$ cat config.mk
export PLATFORM = sky130hd
export DESIGN_NAME = ccu_cmd_queue
export DESIGN_NICKNAME = d
export VERILOG_FILES = /design/src/rtl/ccu_cmd_queue.sv
export SDC_FILE = /design/constraint.sdc
export NUM_CORES = 1
export LEC_CHECK = 0
export CAP_MARGIN = 20
export CORE_ASPECT_RATIO = 0.6
export CORE_MARGIN = 10
export CORE_UTILIZATION = 35
export CTS_BUF_LIST = sky130_fd_sc_hd__clkbuf_2
export DETAILED_ROUTE_END_ITERATION = 8
export GPL_TIMING_DRIVEN = 0
export SYNTH_ARGS = -nofsm -noshare
export SYNTH_HDL_FRONTEND = slang
export SYNTH_SLANG_ARGS = --single-unit
$ cat constraint.sdc
create_clock -name clk -period 2.95 [get_ports clk]
set_clock_uncertainty 0.05 [all_clocks]
set_input_delay 0.59 -clock clk [delete_from_list [all_inputs] [get_ports clk]]
set_output_delay 0.59 -clock clk [all_outputs]
set_load 0.005 [all_outputs]
$ cat src/rtl/ccu_cmd_queue.sv
// Command FIFO feeding the CCU: it queues host opcodes and issues them one at a time,
// holding each until ccu_done. Define CMDQ_LEVEL_EN to expose the entry count on `level`.
module ccu_cmd_queue #(
  parameter int          DEPTH    = 8,
  parameter logic [7:0]  NOP_CODE = 8'h00
) (
  input  logic                     clk,
  input  logic                     rst_n,
  input  logic                     flush,
  input  logic                     in_valid,
  input  logic [7:0]               in_data,
  output logic                     in_ready,
  output logic [7:0]               cmd,
  output logic                     cmd_valid,
  input  logic                     ccu_done,
  output logic                     busy
`ifdef CMDQ_LEVEL_EN
  ,
  output logic [$clog2(DEPTH):0]   level
`endif
);

  localparam int AW = $clog2(DEPTH);
  localparam logic [AW:0] FULL_CNT = (AW+1)'(DEPTH);

  localparam logic [0:0] IDLE = 1'b0;
  localparam logic [0:0] BUSY = 1'b1;

  logic [7:0]    mem [DEPTH];
  logic [AW-1:0] wr_ptr, rd_ptr;
  logic [AW:0]   count;
  logic [0:0]    state;
  logic          push, pop;

  assign in_ready = (count != FULL_CNT);
  assign busy     = (state == BUSY);

  // The registered count gates issue, so an entry pushed this cycle is only issuable next edge.
  assign push = in_valid && in_ready && !flush;
  assign pop  = !flush && (count != '0) && ((state == IDLE) || ccu_done);

  always_ff @(posedge clk) begin
    if (push) mem[wr_ptr] <= in_data;
  end

  always_ff @(posedge clk or negedge rst_n) begin
    if (!rst_n) begin
      wr_ptr    <= '0;
      rd_ptr    <= '0;
      count     <= '0;
      state     <= IDLE;
      cmd       <= NOP_CODE;
      cmd_valid <= 1'b0;
    end else if (flush) begin
      wr_ptr    <= '0;
      rd_ptr    <= '0;
      count     <= '0;
      state     <= IDLE;
      cmd       <= NOP_CODE;
      cmd_valid <= 1'b0;
    end else begin
      if (push) wr_ptr <= wr_ptr + 1'b1;
      if (pop)  rd_ptr <= rd_ptr + 1'b1;
      case ({push, pop})
        2'b10:   count <= count + 1'b1;
        2'b01:   count <= count - 1'b1;
        default: count <= count;
      endcase
      cmd_valid <= pop;
      if (pop) begin
        cmd   <= mem[rd_ptr];
        state <= BUSY;
      end else if (state == BUSY && ccu_done) begin
        state <= IDLE;
      end
    end
  end

`ifdef CMDQ_LEVEL_EN
  assign level = count;
`endif

endmodule

==> flow_metrics.env <==
export IMPL_outcome="completed"
export IMPL_drt_iter0_drc=125
export IMPL_viasPerCell=5.01
export IMPL_synth_area_sq_um=3510
export IMPL_start_util_pct=35.8
export IMPL_timing_fmax_ghz=0.367
export IMPL_crit_start="count[1]"
export IMPL_period_share_pct=92.3
export IMPL_reg2reg_to="count[3]"
export IMPL_crit_fanout=10
export IMPL_clock_root_buffer="clkbuf_2"
export IMPL_maxCapViolCount=0
export IMPL_synth_seq_area_share_pct=68.9
export IMPL_seqPwrFrac_pct=44.9
export IMPL_synthesis_nets=227
export IMPL_n_antenna_cell=0
export IMPL_grt_antenna_before_repair=0
export IMPL_grt_max_degree=21
export IMPL_syn_avg_cell_area_sq_um=16.7
export IMPL_yosysWarnings=0
export IMPL_hold_class="input port to async pin"
export IMPL_area_growth_pct=15.9
export IMPL_yosys_top_cells_count="edfxtp_1, nor2_1, dfrtp_1"
export IMPL_synth_cell_types=38
export IMPL_io_buffers=22
export IMPL_clkTransAtPathRegs_ps=240
export IMPL_gp_congestion=0.776
export IMPL_r2r_cells=9
export IMPL_ant_nets=0
export IMPL_rrSetupSlack_ps=270
export IMPL_path_class="flip-flop to output pin"
export IMPL_ir_worst_vdd_mv=0.290
export IMPL_power_frac_clock_pct=20.3
export IMPL_crit_slowest_cell="or4b_4"
export IMPL_power_switching_mw=1.09
export IMPL_synthArstFlopShare_pct=23.8
export IMPL_die_y_um=97.6
export IMPL_grt_overflow=0
export IMPL_dp_hpwl_mm=4.83
export IMPL_numCtsBuffers=9
export IMPL_drive_gt1_share_pct=21.3
export IMPL_grt_pass1_vias=1934
export IMPL_endpoint="in_ready"
export IMPL_core_area_sq_um=9810
export IMPL_max_slew_margin_pct=35.4
export IMPL_placed_area_sq_um=3920
export IMPL_cts_buffer_depth=2
export IMPL_cts_sinks=84
export IMPL_htreeDepth=3
export IMPL_start_kind="flip-flop"
export IMPL_final_min_clock_period_ps=2720
export IMPL_yosysMostFrequentCell="edfxtp_1"
export IMPL_track_usage_pct=10.1
export IMPL_synth_area_leaders="edfxtp_1, dfrtp_1, mux4_2"
export IMPL_worstMarginPinSlew_ps=966
export IMPL_synth_edf_count=64
export IMPL_crit_path_frequent_cell="buf_6"
export IMPL_first_pass_iters=4
export IMPL_die_w_um=149
export IMPL_power_density_nw_per_um2=823
export IMPL_fin_nets=261
export IMPL_synth_flop_cell="edfxtp_1"
export IMPL_fin_area_sq_um=4070
export IMPL_p_int_mw=2.26
export IMPL_vias=1923
export IMPL_worstSetupEndpointType="output pin"
export IMPL_switching_share_pct=32.5
export IMPL_p_leak_nw=1.37
export IMPL_syn_inst=210
export IMPL_drt_wl_total_mm=7.14
export IMPL_drc=0
export IMPL_final_fill_count=900
export IMPL_cp_required_ps=2310
export IMPL_r2r_start="count[1]"
export IMPL_avgRoutedWirePerCell_um=18.6
export IMPL_synth_seq_cells=84
export IMPL_whs_ps=445
export IMPL_final_max_slew_violation_count=0
export IMPL_path_cells="buf_6, or4b_4, buf_6, dlygate4sd2_1"
export IMPL_finalHoldViolCount=0
export IMPL_crit_arrival_ps=2080
export IMPL_synth_top_area_share_pct=54.7
export IMPL_die_area_sq_um=14600
export IMPL_yosysTopAreaCell="edfxtp_1"
export IMPL_rsz0062_at_grt="no"
export IMPL_ios=24
export IMPL_rows=28
export IMPL_clkLatencyLatePin_ps=570
export IMPL_grt_pass1_wl_mm=11.1
export IMPL_slowest_delay_ps=530
export IMPL_comb_power_share_pct=34.8
export IMPL_setup_viol_count_final=0
export IMPL_cts_tree="yes"
==> per-stage QoR <==
step	worst slack, ps	cells	total power [mW]	util (%)	TNS (ps)
finish	227	384	3.35	41.5	0
global placement	-654	367	2.67	39.8	-7350
detailed placement	-18.3	368	2.71	40.0	-140
floorplan	509	210	2.29	-	0
global route	95.9	384	3.57	41.5	0
CTS	180	384	3.39	41.4	0
==> layout by cell type, fill, tap and decap left out, types with 2 or more instances in the layout <==
cell / Yosys / layout
ha_1: 4 / 4
o31ai_1: 2 / 2
buf_6: 2 / 3
a31oi_1: 2 / 2
a211oi_1: 9 / 9
buf_4: 2 / 3
nand3_1: 4 / 4
o21ai_1: 2 / 2
mux4_2: 16 / 16
dfrtp_1: 20 / 20
a21oi_2: 2 / 2
nor2_1: 21 / 21
clkbuf_1: 2 / 2
buf_2: 5 / 4
o21ai_0: 2 / 2
mux2i_1: 8 / 8
clkdlybuf4s50_1: 0 / 21
edfxtp_1: 64 / 64
nor3_2: 0 / 2
bufinv_16: 0 / 2
xnor2_1: 2 / 2
nor2b_1: 2 / 2
buf_1: 3 / 3
nand2b_1: 3 / 3
nand2_1: 5 / 5
clkbuf_2: 0 / 10
clkinvlp_4: 0 / 2
a21oi_1: 6 / 6
xor2_1: 5 / 5
==> final cells by class <==
| class | count | area (sq um) | area share [%] |
|---|---|---|---|
| plain buffers | 13 | 76.3 | 1.87 |
| clock buffers | 10 | 50.0 | 1.23 |
| clock inverters | 6 | 88.8 | 2.18 |
| inverters | 1 | 3.75 | 0.0922 |
| multi-input cells | 111 | 1020 | 25.1 |
| flip-flops and latches | 84 | 2420 | 59.5 |
| well taps | 135 | 169 | 4.15 |
| repair buffers | 24 | 238 | 5.84 |
==> routing by layer <==
metal | vias up | global-route usage (%) | wire length [um]
met2 | 36 | 13.3 | 2970
li1 | 891 | - | -
met5 | - | 0 | 0
met4 | 0 | 3.16 | 91
met3 | 13 | 4.33 | 361
met1 | 983 | 14.5 | 3720
==> worst max-delay path: cells and delay by family, from the launching register on <==
kind          cells  cell delay [ps]
buf+inv           3              550
flops             1              430
simple gates      1              530
==> power groups by stage <==
stage / clock network, mW / logic [mW] / registers (mW)
2_1_floorplan: 0 / 0.780 / 1.51
5_1_grt: 0.758 / 1.29 / 1.52
4_1_cts: 0.705 / 1.18 / 1.51
3_3_place_gp: 0 / 1.15 / 1.52
3_5_place_dp: 0 / 1.18 / 1.52
6_report: 0.680 / 1.17 / 1.51
==> timing repair <==
item / CTS / global route
setup endpoints to repair: 1 / 1
buffers inserted: 1 / 0
pin swaps: 0 / 0
resized for setup: 1 / 1
hold buffers: 0 / 0
==> sequential cells by signal (all words and copies together) (netlist names) <==
signal	cells
mem	64
cmd	8
count	4
rd_ptr	3
wr_ptr	3
busy	1
cmd_valid	1
==> worst min path at each step <==
stage | start | slack, ps | end | depth (start not counted)
floorplan | rst_n | 240 | busy | 0
global placement | cmd[2] | 510 | cmd[2] | 2
detailed placement | cmd[2] | 520 | cmd[2] | 2
CTS | flush | 420 | count[2] | 2
global route | rst_n | 450 | rd_ptr[1] | 1
finish | rst_n | 440 | rd_ptr[1] | 1
==> logic make-up (layout without fill, tap and decap cells) <==
| group | after synthesis | count (layout) | share of synthesized area, % |
|---|---|---|---|
| xor+xnor | 7 | 7 | 1.75 |
| fa+ha+maj | 4 | 4 | 1.42 |
| compound gates | 27 | 27 | 5.13 |
| buf+inv | 15 | 54 | 2.42 |
| mux | 25 | 25 | 12.9 |
| simple gates | 48 | 48 | 7.41 |
| flops | 84 | 84 | 68.9 |
(Power assumes the default switching activity.)
